File: config.mk
export PLATFORM = sky130hd
export DESIGN_NAME = serializer_arbiter
export DESIGN_NICKNAME = d
export VERILOG_FILES = /design/src/rtl/serializer_arbiter.sv
export SDC_FILE = /design/constraint.sdc
export NUM_CORES = 1
export LEC_CHECK = 0
export CAP_MARGIN = 40
export CORE_UTILIZATION = 30
export CTS_BUF_LIST = sky130_fd_sc_hd__clkbuf_8 sky130_fd_sc_hd__clkbuf_16
export DETAILED_ROUTE_END_ITERATION = 6
export GPL_TIMING_DRIVEN = 0
export PLACE_DENSITY = 0.68
export RECOVER_POWER = 25
export SYNTH_ARGS = -nofsm -noshare
export SYNTH_HDL_FRONTEND = slang
export SYNTH_SLANG_ARGS = --single-unit
File: constraint.sdc
create_clock -name clk_i -period 7.3 [get_ports clk_i]
set_input_delay 1.825 -clock clk_i [delete_from_list [all_inputs] [get_ports clk_i]]
set_output_delay 1.825 -clock clk_i [all_outputs]
set_load 0.02 [all_outputs]
File: src/rtl/serializer_arbiter.sv
`default_nettype none
// ============================================================================
// serializer_arbiter : round-robin front end sharing one serializer among
//                      REQ_NUM requesters; screens out counts <= 2.
// Revision: 1.0
// ============================================================================
module serializer_arbiter #(
  parameter int WIDTH   = 16,
  parameter int REQ_NUM = 4
) (
  input  logic                                    clk_i,
  input  logic                                    srst_i,
  input  logic [REQ_NUM-1:0][WIDTH-1:0]           req_data_i,
  input  logic [REQ_NUM-1:0][$clog2(WIDTH)-1:0]   req_mod_i,
  input  logic [REQ_NUM-1:0]                      req_val_i,
  output logic [REQ_NUM-1:0]                      req_ready_o,
  output logic [REQ_NUM-1:0]                      drop_o,
  output logic [WIDTH-1:0]                        ser_data_o,
  output logic [$clog2(WIDTH)-1:0]                ser_mod_o,
  output logic                                    ser_val_o,
  input  logic                                    ser_busy_i,
  output logic                                    grant_val_o,
  output logic [$clog2(REQ_NUM)-1:0]              grant_id_o
);

  localparam int MW   = $clog2(WIDTH);
  localparam int IDW  = $clog2(REQ_NUM);
  localparam int IDW1 = IDW + 1;
  localparam logic [IDW:0]    REQ_NUM_W = IDW1'(REQ_NUM);
  localparam logic [MW-1:0]   MIN_MOD   = MW'(2);
  localparam logic [IDW-1:0]  LAST_ID   = IDW'(REQ_NUM - 1);

  typedef enum logic [1:0] {
    S_IDLE  = 2'd0,
    S_ISSUE = 2'd1,
    S_WAIT  = 2'd2
  } state_t;

  state_t               state_q, state_d;
  logic [IDW-1:0]       last_ptr_q;
  logic [WIDTH-1:0]     ser_data_q;
  logic [MW-1:0]        ser_mod_q;
  logic                 grant_val_q;
  logic [IDW-1:0]       grant_id_q;
  logic [REQ_NUM-1:0]   drop_q;

  logic                 w_win_found;
  logic [IDW-1:0]       w_win_id;
  logic [IDW:0]         w_cand;
  logic [REQ_NUM-1:0]   w_win_onehot;
  logic                 w_accept;
  logic                 w_keep;

  // Search starts just after the last winner; the extra bit lets non-power-of-2
  // counts wrap by explicit subtraction.
  always_comb begin
    w_win_found = 1'b0;
    w_win_id    = '0;
    w_cand      = '0;
    for (int i = 1; i <= REQ_NUM; i++) begin
      w_cand = {1'b0, last_ptr_q} + IDW1'(i);
      if (w_cand >= REQ_NUM_W) begin
        w_cand = w_cand - REQ_NUM_W;
      end
      if (!w_win_found && req_val_i[w_cand[IDW-1:0]]) begin
        w_win_found = 1'b1;
        w_win_id    = w_cand[IDW-1:0];
      end
    end
  end

  always_comb begin
    w_win_onehot = '0;
    for (int k = 0; k < REQ_NUM; k++) begin
      w_win_onehot[k] = (IDW'(k) == w_win_id);
    end
  end

  always_comb begin
    state_d     = state_q;
    req_ready_o = '0;
    w_accept    = 1'b0;
    w_keep      = 1'b0;
    case (state_q)
      S_IDLE: begin
        if (!srst_i && !ser_busy_i && w_win_found) begin
          w_accept    = 1'b1;
          req_ready_o = w_win_onehot;
          w_keep      = (req_mod_i[w_win_id] > MIN_MOD);
          if (w_keep) begin
            state_d = S_ISSUE;
          end
        end
      end
      S_ISSUE: state_d = S_WAIT;
      S_WAIT: begin
        if (!ser_busy_i) begin
          state_d = S_IDLE;
        end
      end
      default: state_d = S_IDLE;
    endcase
  end

  always_ff @(posedge clk_i) begin
    if (srst_i) begin
      state_q     <= S_IDLE;
      last_ptr_q  <= LAST_ID;
      ser_data_q  <= '0;
      ser_mod_q   <= '0;
      grant_val_q <= 1'b0;
      grant_id_q  <= '0;
      drop_q      <= '0;
    end else begin
      state_q     <= state_d;
      grant_val_q <= (state_d != S_IDLE);
      drop_q      <= '0;
      if (w_accept) begin
        last_ptr_q <= w_win_id;
        if (w_keep) begin
          ser_data_q <= req_data_i[w_win_id];
          ser_mod_q  <= req_mod_i[w_win_id];
          grant_id_q <= w_win_id;
        end else begin
          drop_q <= w_win_onehot;
        end
      end
    end
  end

  assign ser_val_o   = (state_q == S_ISSUE);
  assign ser_data_o  = ser_data_q;
  assign ser_mod_o   = ser_mod_q;
  assign drop_o      = drop_q;
  assign grant_val_o = grant_val_q;
  assign grant_id_o  = grant_id_q;

endmodule
`default_nettype wire

==> metrics.yaml <==
power_and_ir_drop:
  switching_share_pct: 34.7
  cellPowerDensity_nw_per_um2: 168
  power_uw: 541
  ir_worst_vdd_mv: 0.0967
  p_int_uw: 353
  pwr-share-clk_pct: 24.4
  power_switching_uw: 188
  pwr-share-comb_pct: 40.5
  p_leak_nw: 1.27
  seqPwrFrac_pct: 35.1
layout:
  syn_to_final_growth_pct: 72.8
  nets: 471
  layout_commonest_cell: "clkdlybuf4s50_1"
  final_util_pct: 54.1
  diodes: 0
  register_area_um2: 621
  layout_common_cells: "clkdlybuf4s50_1 (103), nor2_1 (50), nand2_1 (37)"
  drive_gt1_share_pct: 5.97
  multi_input_area_um2: 1120
  fillers: 582
clock_tree:
  clk_latency_ns: 0.29
  path_clk_slew_ns: 0.07
  h-tree-depth: 2
  cts_tree: "yes"
  cts.sinks: 31
  cts_hold_buffers: 0
  numCtsBuffers: 5
  ctsResizeCount: 0
  clock_path_buffers: 2
  post-cts-setup-buffer-count: 0
  cts-root-buf: "clkbuf_8"
sta:
  tightest_slew_ns: 0.838
  finClkSkew_ns: 0.00873
  rsz0062_at_grt: "no"
  period_share_pct: 86.2
  drv_slew: 0
  tns_ns: 0
  setup_slack_ns: 1.01
  hold_ws_ns: 0.476
  slew_headroom_pct: 44.1
  report.final.setup_viol: 0
  finalHoldViolCount: 0
  fin_crit_ns: 6.29
  fmax_ghz: 0.159
place:
  post-place-ws_ns: 0.972
  numPortBuffers: 118
  place.gp.congestion: 0.809
  dp_hpwl_um: 5200
critical_path:
  critPathSlowestCell: "o2111ai_1"
  regToRegSetupSlack_ns: 4.69
  crit_top_cell: "clkdlybuf4s50_1"
  crit_path_end_kind: "output pin"
  crit_type: "in -> out"
  critPathLaunchType: "input port"
  r2r-end: "ser_mod_o[2]"
  startpoint: "req_val_i[0]"
  path_cells: "clkdlybuf4s50_1, nand2_1, o2111ai_1, clkbuf_1, and3_1, clkdlybuf4s50_1"
  cp.depth: 6
  rr_worst_depth: 7
  critPathMaxFanout: 10
  crit_end: "req_ready_o[1]"
  cp.required_ns: 5.48
  cpLargestDelayFamily: "buffers and inverters"
  r2r_start: "last_ptr_q[1]"
  critPathBufInv: 3
  cpPeakStageDelay_ns: 0.69
  arrival_ns: 4.46
floorplanning:
  die_h_um: 80.9
  core_um2: 5960
  rows: 28
  die_w_um: 80.9
  die-area_um2: 6540
  boundaryPins: 119
  start_util_pct: 31.3
synth:
  syn_area_um2: 1870
  synth.avg_cell_area_um2: 7.20
  synth_area_leaders: "dfxtp_1 (33%), nor2_1 (10%), o2111ai_1 (8.0%), nand2_1 (7.4%), o21ai_0 (5.6%)"
  synth_edf_count: 0
  synthCells: 259
  synth-async-reset-ratio_pct: 0
  ys_seq_area_share_pct: 33.3
  synth_top_area_cell: "dfxtp_1"
  yosysTopAreaCellShare_pct: 33.3
  synth_ff_type: "dfxtp_1"
  ys_seq_elements: 31
  synthesis.nets: 346
  netlist-cell-type-count: 32
  yosys_warnings: 0
grt:
  grt_pass1_wl_um: 10400
  grt_max_degree: 11
  grt_pass1_vias: 2145
  overflow: 0
  antenna_found_initial: 0
  grtUsageTotal_pct: 21.1
detailed_routing:
  dr.first_iter.drc_count: 81
  routedWlPerCell_um: 14.8
  drtPass1Iterations: 4
  viasPerCell: 4.96
  ant_nets: 0
  vias: 2282
  routed_wl_um: 6790
  drc: 0
status:
  status: "finished clean"
job:
  maxCapViolations: 0
worst_hold_path:
  hp-class: "reg -> reg"
-- worst min-delay path by stage --
stage,from,end,slack [ns],cells past startpoint
after floorplan,last_ptr_q[0],last_ptr_q[0],0.48,2
after global placement,ser_data_o[1],ser_data_o[1],0.46,2
after detailed placement,ser_data_o[4],ser_data_o[4],0.47,2
after CTS,ser_data_o[4],ser_data_o[4],0.48,2
after global routing,ser_data_o[3],ser_data_o[3],0.49,2
final,ser_data_o[4],ser_data_o[4],0.48,2
-- power by group through the flow --
stage               combinational, mW  clock (mW)  sequential [mW]
floorplan                       0.102           0            0.208
global placement                0.221           0            0.193
detailed placement              0.222           0            0.193
CTS                             0.223       0.134            0.190
global route                    0.240       0.144            0.191
finish                          0.219       0.132            0.190
-- Yosys cell counts, types with 4 or more instances --
master      n
nand2_1    37
nor2_1     50
clkbuf_1   16
mux2_2      4
o21ai_0    21
nand3_1    17
o2111ai_1  17
inv_1       4
dfxtp_1    31
mux2i_1    10
and2_1      4
a21oi_1    18
-- state kept, by name, summed over array words and instances, names as in the netlist --
name         count
drop_o           4
grant_id_o       2
grant_val_o      1
last_ptr_q       2
ser_data_o      16
ser_mod_o        4
state_q          2
-- worst reg2reg max path: stages (launching register included) --
cell and delay [ns]:
dfxtp_1 0.30, buf_4 0.15, mux2i_1 0.11, o221ai_1 0.56
mux2_2 0.46, o211ai_4 0.36, nand2_1 0.25, a31o_2 0.31
-- final cells by class --
type	count	area share [%]
plain buffers	22	3.34
clock buffers	5	2.13
inverters	4	0.466
clock inverters	3	0.466
well taps	75	2.91
flip-flops and latches	31	19.2
repair buffers	118	36.6
multi-input cells	202	34.8
-- through the flow --
| stage | cell area, µm² | std cells |
|---|---|---|
| 2_1_floorplan | 1870 | 259 |
| 3_3_place_gp | 3140 | 452 |
| 3_5_place_dp | 3140 | 452 |
| 4_1_cts | 3220 | 460 |
| 5_1_grt | 3220 | 460 |
| 6_report | 3220 | 460 |
-- routing by layer --
metal  vias up  global-route usage [%]  share of wire [%]
li1       1167                       -                  -
met1      1047                    26.3                 44
met2        58                    35.7                 48
met3        10                    4.49                5.5
met4         0                    7.68                2.0
met5         -                       0                  0
-- cell families (layout without fill, tap and decap cells) --
logic type	after synthesis	after routing	synth area share [%]
flip-flops	31	31	33.3
buffers and inverters	26	152	6.57
multiplexers	14	14	7.78
AND/OR/NAND/NOR	119	119	27.1
AO/OA/AOI/OAI	69	69	25.3
(Power assumes the default switching activity.)
